### config.mk
export PLATFORM = sky130hd
export DESIGN_NAME = mips_regfile_write_scheduler
export DESIGN_NICKNAME = d
export VERILOG_FILES = /design/src/rtl/mips_pkg.sv /design/src/rtl/mips_scoreboard.sv /design/src/rtl/mips_regfile_write_scheduler.sv
export SDC_FILE = /design/constraint.sdc
export NUM_CORES = 1
export LEC_CHECK = 0
export CAP_MARGIN = 25
export CORE_ASPECT_RATIO = 0.75
export CORE_MARGIN = 1.5
export CORE_UTILIZATION = 39
export CTS_CLUSTER_DIAMETER = 120
export DETAILED_ROUTE_END_ITERATION = 16
export PLACE_DENSITY = 0.83
export SETUP_SLACK_MARGIN = 0.5
export SLEW_MARGIN = 20
export SYNTH_ARGS = -nofsm -noshare
export SYNTH_HDL_FRONTEND = slang
export SYNTH_SLANG_ARGS = --single-unit
### constraint.sdc
create_clock -name clock -period 1.5 [get_ports clock]
set_input_delay 0.225 -clock clock [delete_from_list [all_inputs] [get_ports clock]]
set_output_delay 0.225 -clock clock [all_outputs]
set_load 0.02 [all_outputs]
### src/rtl/mips_pkg.sv
`default_nettype none
// ==========================================================================
// mips_pkg: shared widths and requester encoding for the writeback scheduler
// Revision: 1.0
// ==========================================================================
package mips_pkg;

  localparam int REG_ADDR_W = 5;
  localparam int DATA_W     = 32;
  localparam int NUM_REGS   = 32;

  typedef enum logic {
    REQ_ALU = 1'b0,
    REQ_MEM = 1'b1
  } req_e;

  function automatic logic [NUM_REGS-1:0] reg_onehot(input logic [REG_ADDR_W-1:0] r);
    return NUM_REGS'(1) << r;
  endfunction

endpackage
`default_nettype wire

### src/rtl/mips_scoreboard.sv
`default_nettype none
// ==========================================================================
// mips_scoreboard: 1-bit-per-register pending-write tracker and hazard stall
// Revision: 1.0
// ==========================================================================
module mips_scoreboard
  import mips_pkg::*;
(
  input  logic                  clock,
  input  logic                  reset,
  input  logic                  set,
  input  logic [REG_ADDR_W-1:0] set_reg,
  input  logic                  clr,
  input  logic [REG_ADDR_W-1:0] clr_reg,
  input  logic [REG_ADDR_W-1:0] rd1,
  input  logic [REG_ADDR_W-1:0] rd2,
  output logic                  stall
);

  localparam logic [NUM_REGS-1:0] c_R0_MASK = NUM_REGS'(1);

  logic [NUM_REGS-1:0] r_busy;
  logic [NUM_REGS-1:0] w_set_vec;
  logic [NUM_REGS-1:0] w_clr_vec;

  assign w_set_vec = set ? reg_onehot(set_reg) : '0;
  assign w_clr_vec = clr ? reg_onehot(clr_reg) : '0;

  // Set is applied after clear so a new producer keeps ownership; r0 is never busy.
  always_ff @(posedge clock) begin
    if (reset) begin
      r_busy <= '0;
    end else begin
      r_busy <= ((r_busy & ~w_clr_vec) | w_set_vec) & ~c_R0_MASK;
    end
  end

  assign stall = r_busy[rd1] | r_busy[rd2];

endmodule
`default_nettype wire

### src/rtl/mips_regfile_write_scheduler.sv
`default_nettype none
// ==========================================================================
// mips_regfile_write_scheduler: arbitrates ALU/load writebacks onto one RF write port
// Revision: 1.0
// ==========================================================================
module mips_regfile_write_scheduler
  import mips_pkg::*;
#(
  parameter int unsigned MEM_PRIORITY = 0
) (
  input  logic                  clock,
  input  logic                  reset,
  input  logic                  alu_req_valid,
  input  logic [REG_ADDR_W-1:0] alu_req_reg,
  input  logic [DATA_W-1:0]     alu_req_data,
  output logic                  alu_req_ready,
  input  logic                  mem_req_valid,
  input  logic [REG_ADDR_W-1:0] mem_req_reg,
  input  logic [DATA_W-1:0]     mem_req_data,
  output logic                  mem_req_ready,
  input  logic                  reserve_valid,
  input  logic [REG_ADDR_W-1:0] reserve_reg,
  input  logic [REG_ADDR_W-1:0] read_reg_1,
  input  logic [REG_ADDR_W-1:0] read_reg_2,
  output logic                  stall,
  output logic                  signal_reg_write,
  output logic [REG_ADDR_W-1:0] write_reg,
  output logic [DATA_W-1:0]     write_data
);

  req_e                  r_last_grant;
  logic                  r_wr_en;
  logic [REG_ADDR_W-1:0] r_wr_reg;
  logic [DATA_W-1:0]     r_wr_data;

  logic                  w_alu_wins_tie;
  logic                  w_alu_ready;
  logic                  w_mem_ready;
  logic                  w_accept;
  logic [REG_ADDR_W-1:0] w_sel_reg;
  logic [DATA_W-1:0]     w_sel_data;

  // On a tie, ALU wins only in round-robin mode and only if MEM was granted last.
  always_comb begin
    w_alu_wins_tie = (MEM_PRIORITY == 0) && (r_last_grant == REQ_MEM);
    w_alu_ready    = 1'b0;
    w_mem_ready    = 1'b0;
    if (!reset) begin
      if (alu_req_valid && mem_req_valid) begin
        w_alu_ready = w_alu_wins_tie;
        w_mem_ready = !w_alu_wins_tie;
      end else begin
        w_alu_ready = alu_req_valid;
        w_mem_ready = mem_req_valid;
      end
    end
  end

  assign w_accept   = w_alu_ready | w_mem_ready;
  assign w_sel_reg  = w_mem_ready ? mem_req_reg  : alu_req_reg;
  assign w_sel_data = w_mem_ready ? mem_req_data : alu_req_data;

  always_ff @(posedge clock) begin
    if (reset) begin
      r_wr_en      <= 1'b0;
      r_wr_reg     <= '0;
      r_wr_data    <= '0;
      r_last_grant <= REQ_MEM;
    end else if (w_accept) begin
      r_wr_en      <= (w_sel_reg != '0);
      r_wr_reg     <= w_sel_reg;
      r_wr_data    <= w_sel_data;
      r_last_grant <= w_mem_ready ? REQ_MEM : REQ_ALU;
    end else begin
      r_wr_en      <= 1'b0;
    end
  end

  mips_scoreboard u_scoreboard (
    .clock   (clock),
    .reset   (reset),
    .set     (reserve_valid),
    .set_reg (reserve_reg),
    .clr     (r_wr_en),
    .clr_reg (r_wr_reg),
    .rd1     (read_reg_1),
    .rd2     (read_reg_2),
    .stall   (stall)
  );

  assign alu_req_ready    = w_alu_ready;
  assign mem_req_ready    = w_mem_ready;
  assign signal_reg_write = r_wr_en;
  assign write_reg        = r_wr_reg;
  assign write_data       = r_wr_data;

endmodule
`default_nettype wire

==> results_dict.tcl, run 1 <==
set metrics [dict create \
    drive_gt1_share_pct 61.2 \
    fmax_mhz 470 \
    synth_fp_nets 491 \
    worstSetupPathType "reg -> out" \
    yosys.cell_types.count 32 \
    synth_cells 397 \
    cp-start-kind "register" \
    clk_pin_slew_ps 70 \
    grt-ovfl-total 0 \
    grt.total_usage_pct 33.1 \
    final_net_count 708 \
    grt_pass1_vias 4434 \
    ys_top_cells_by_count "nand2_1, dfxtp_1, a21oi_1" \
    hp-class "in -> reg" \
    syn_avg_cell_area_sq_um 8.49 \
    finalCoreUtilization_pct 82.0 \
    worst_pin_slew_ps 521 \
    cts_tree "built" \
    status "complete, but fails checks" \
    seqCellArea_sq_um 1490 \
    h-tree-depth 3 \
    largest_reg_flops 32 \
    vias_per_cell 6.35 \
    clock_sinks 70 \
    die_height_um 83.5 \
    synth_warnings 0 \
    ys_seq_area_share_pct 41.6 \
    fin_crit_ps 2130 \
    synth_top_area_share_pct 41.6 \
    yosysTopAreaCell "dfxtp_1" \
    power_density_nw_per_um2 865 \
    via_count 4618 \
    crit_required_ps 1270 \
    pin_count 135 \
    power.leakage_nw 2.68 \
    place_congestion 0.976 \
    synthTopCellsByArea "dfxtp_1, a21oi_1, nand2_1, a22oi_1, mux4_2" \
    timing.hold.ws_ps 310 \
    ys_ff_latch 70 \
    layoutNonFillerInstCount 727 \
    dieWidth_um 110 \
    synth_edf_count 0 \
    portBuffers 134 \
    path_max_fanout 3 \
    area_growth_pct 105 \
    grt_max_degree 40 \
    r2r_slack_ps -300 \
    seqPwrFrac_pct 34.6 \
    dpl.cell_count 644 \
    clockRootBuffer "clkbuf_16" \
    drt_iter0_markers 542 \
    initial_core_util_pct 40.1 \
    swShare_pct 31.0 \
    synth_async_sr_flop_share_pct 0 \
    rsz0062_at_grt "true" \
    multi_input_area_sq_um 2580 \
    post-route-period-util_pct 142 \
    fin_skew_ps 13.4 \
    remaining_drc_errors 0 \
    ys.flop_type "dfxtp_1" \
    maxSlewViolCount 0 \
    wl_per_cell_um 26.2 \
    p_int_mw 4.12 \
    grt_pass1_wl_mm 23.0 \
    dieArea_sq_um 9220 \
    clock_power_share_pct 36.2 \
    fillers 360 \
    antenna_cells 0 \
    cts_buffers 9 \
    worstSetupEndpointType "primary output" \
    setup_slack_ps -630 \
    dp_hpwl_mm 8.53 \
    slew_headroom_pct 65.3 \
    cp.arrival_ps 1900 \
    peakVddDrop_uv 595 \
    synth_area_sq_um 3370 \
    setup_violations 35 \
    antenna_found_initial 0 \
    worstSkewPairLatency_ps 350 \
    power_frac_comb_pct 29.2 \
    cts.path.max_buffers 2 \
    coreArea_sq_um 8420 \
    violations "negative setup slack" \
    post-synth-top-count-cell "nand2_1" \
    first_pass_iters 5 \
    drt_wl_total_mm 19.1 \
    p_sw_mw 1.85 \
    ant_nets 0 \
    cts_hold_buf 0 \
    p_total_mw 5.97 \
    cap_violations 0 \
    rows 29 \
    hold_viol 0 \
]
-- worst paths after layout --
path,from,endpoint,depth (start not counted)
max,u_scoreboard.r_busy[12],stall,6
min,reset,r_last_grant,2
max reg2reg,r_last_grant,write_reg[1],8
min reg2reg,write_data[14],write_data[14],2
-- routing by layer --
metal / part of all wire (%) / track usage [%] / vias to the layer above
met5: 0 / 0 / -
met3: 10 / 8.35 / 139
li1: - / - / 1884
met2: 48 / 57.4 / 408
met1: 35 / 37.7 / 2187
met4: 7.1 / 15.2 / 0
-- kinds of logic after synthesis --
group	share of synthesized area [%]
compound gates	25.0
mux	13.1
simple gates	15.9
buf+inv	4.38
flops	41.6
-- power groups by stage --
| stage | logic (mW) | registers (mW) | clock network (mW) |
|---|---|---|---|
| floorplan | 0.477 | 2.14 | 0 |
| global placement | 1.05 | 2.06 | 0 |
| detailed placement | 1.07 | 2.07 | 0 |
| CTS | 1.41 | 2.06 | 2.09 |
| global route | 1.79 | 2.07 | 2.23 |
| finish | 1.74 | 2.06 | 2.16 |
-- through the flow --
stage,area (sq um),setup WS [ps],TNS [ps]
2_1_floorplan,3700,-156,-156
3_3_place_gp,5150,-1180,-13980
3_5_place_dp,5150,-1290,-14820
4_1_cts,6390,-557,-557
5_1_grt,6900,-661,-4070
6_report,6900,-630,-2860
-- layout by cell type, fill, tap and decap left out, types with 17 or more instances in the layout --
cell type / n
a21oi_1: 30
clkdlybuf4s50_1: 74
nand2_1: 37
a21oi_2: 37
nand2_2: 17
dfxtp_2: 32
o21ai_2: 19
nand2_4: 20
buf_4: 71
buf_6: 63
a22oi_2: 26
dfxtp_1: 24
-- final cells by class --
cell class	count	share of cell area, %
Clock buffer	12	3.88
Clock inverter	4	0.417
Inverter	3	0.163
Tap cell	108	1.96
Multi-Input combinational cell	292	37.4
Timing Repair Buffer	238	34.5
Sequential cell	70	21.6
-- critical path, stage by stage, from the launching register on --
cell	delay [ps]
dfxtp_1	370
mux4_2	500
mux2i_2	180
nor3b_2	90
a31oi_4	150
o211ai_1	110
buf_4	170
-- what timing repair did --
action,4_1_cts,5_1_grt
pin swaps,60,43
gates resized for setup,459,76
buffers inserted,31,31
cloned,5,0
endpoints found under the setup margin,110,110
(Power assumes the default switching activity.)
==> run 2: changes to the inputs <==
- CORE_UTILIZATION: 39 -> 43
- GPL_ROUTABILITY_DRIVEN: not set -> 0
- PLACE_DENSITY: 0.83 -> 0.87
- clock period: 1.5 -> 2.7 ns (I/O delays scaled with it)
==> results_dict.tcl, run 2 (same netlist as run 1, synthesis figures left out) <==
set metrics [dict create \
    status "finished, final reports clean" \
    via_count 3559 \
    path_delay_family "multiplexers" \
    place_area_sq_um 4840 \
    power_frac_comb_pct 20.3 \
    grt-ovfl-total 0 \
    fin_crit_ps 2230 \
    pre_cts_ws_ps -420 \
    setup_violations 0 \
    grt_pass1_vias 3406 \
    cts_buffers 9 \
    cts.path.max_buffers 2 \
    drt_wl_total_mm 10.4 \
    dieArea_sq_um 8390 \
    clk_pin_slew_ps 70 \
    remaining_drc_errors 0 \
    portBuffers 134 \
    dp_hpwl_mm 8.02 \
    pin_count 135 \
    cp.arrival_ps 1820 \
    h-tree-depth 3 \
    power_density_nw_per_um2 525 \
    post-route-period-util_pct 82.6 \
    worstSkewPairLatency_ps 340 \
    cp-start-kind "register" \
    antenna_cells 0 \
    postCtsSetupRepairBufs 0 \
    largest_reg_flops 32 \
    first_pass_iters 6 \
    power.leakage_nw 1.82 \
    critical_path.max_stage_delay_ps 470 \
    hold_viol 0 \
    antenna_found_initial 0 \
    p_sw_mw 0.685 \
    swShare_pct 25.7 \
    final_cell_mix "clkdlybuf4s50_1, nand2_1, a21oi_1" \
    clockRootBuffer "clkbuf_8" \
    slew_headroom_pct 58.2 \
    grt_max_degree 38 \
    layout_commonest_cell "clkdlybuf4s50_1" \
    seqPwrFrac_pct 42.2 \
    clock_power_share_pct 37.5 \
    fin_area_sq_um 5080 \
    path_max_fanout 3 \
    drive_gt1_share_pct 12.6 \
    setup_tns_ps 0 \
    area_growth_pct 50.7 \
    crit_chain "mux4_2 -> mux2_4 -> a31oi_4 -> o211ai_1 -> buf_4" \
    cp_slowest_cell "mux4_2" \
    final_net_count 622 \
    fin_skew_ps 9.71 \
    crit_required_ps 2300 \
    setup_slack_ps 470 \
    die_height_um 79.7 \
    vias_per_cell 5.61 \
    hp-class "in -> reg" \
    maxSlewViolCount 0 \
    coreArea_sq_um 7470 \
    cap_violations 0 \
    worst_pin_slew_ps 625 \
    dieWidth_um 105 \
    worstSetupPathType "reg -> out" \
    fillers 595 \
    initial_core_util_pct 45.2 \
    grt.total_usage_pct 25.1 \
    worstSetupEndpointType "primary output" \
    finalCoreUtilization_pct 68.1 \
    rows 27 \
    clock_sinks 70 \
    cts_tree "built" \
    dpl.cell_count 618 \
    timing.hold.ws_ps 452 \
    fmax_mhz 448 \
    grt_pass1_wl_mm 16.6 \
    wl_per_cell_um 16.4 \
    p_total_mw 2.67 \
    layoutNonFillerInstCount 634 \
    critPathBufInv 1 \
    rsz0062_at_grt "true" \
    drt_iter0_markers 237 \
    ant_nets 0 \
    cts_hold_buf 0 \
    p_int_mw 1.98 \
    peakVddDrop_uv 328 \
]
[run 2: final timing paths]
| check | slack (ps) | cells past startpoint | endpoint | from |
|---|---|---|---|---|
| setup / recovery | 470 | 5 | stall | u_scoreboard.r_busy[23] |
| hold / removal | 450 | 4 | signal_reg_write | reset |
| setup reg to reg | 1100 | 7 | write_data[18] | r_last_grant |
| hold reg to reg | 460 | 2 | write_data[16] | write_data[16] |
[run 2: area by class of cell]
class	count	area (sq um)	share of cell area [%]
Clock buffer	10	128	2.51
Tap cell	101	126	2.49
Inverter	3	11.3	0.222
Clock inverter	6	110	2.17
Timing Repair Buffer	152	1450	28.4
Multi-Input combinational cell	292	1850	36.4
Sequential cell	70	1410	27.8
[run 2: metal layers]
metal | track usage [%] | part of all wire [%]
met1 | 32.9 | 42
met2 | 41.4 | 48
met3 | 6.78 | 8.9
met4 | 6.30 | 0.92
met5 | 0 | 0
[run 2: what timing repair did]
action,in CTS,in global routing
pin swaps,0,4
endpoints found under the setup margin,2,2
hold endpoints to repair,0,0
resized for setup,28,14
[run 2: worst reg2reg max path: cells and delay by family, from the launching register on]
family | cells | cell delay (ps)
AND/OR/NAND/NOR | 4 | 520
buffers and inverters | 2 | 520
flip-flops | 1 | 330
AO/OA/AOI/OAI | 1 | 170
[run 2: power groups by stage]
stage	Clock [mW]	Sequential, mW	Combinational (mW)
floorplan	0	1.19	0.201
global placement	0	1.14	0.531
detailed placement	0	1.15	0.542
CTS	1.01	1.12	0.540
global route	1.07	1.13	0.580
finish	1.00	1.13	0.540
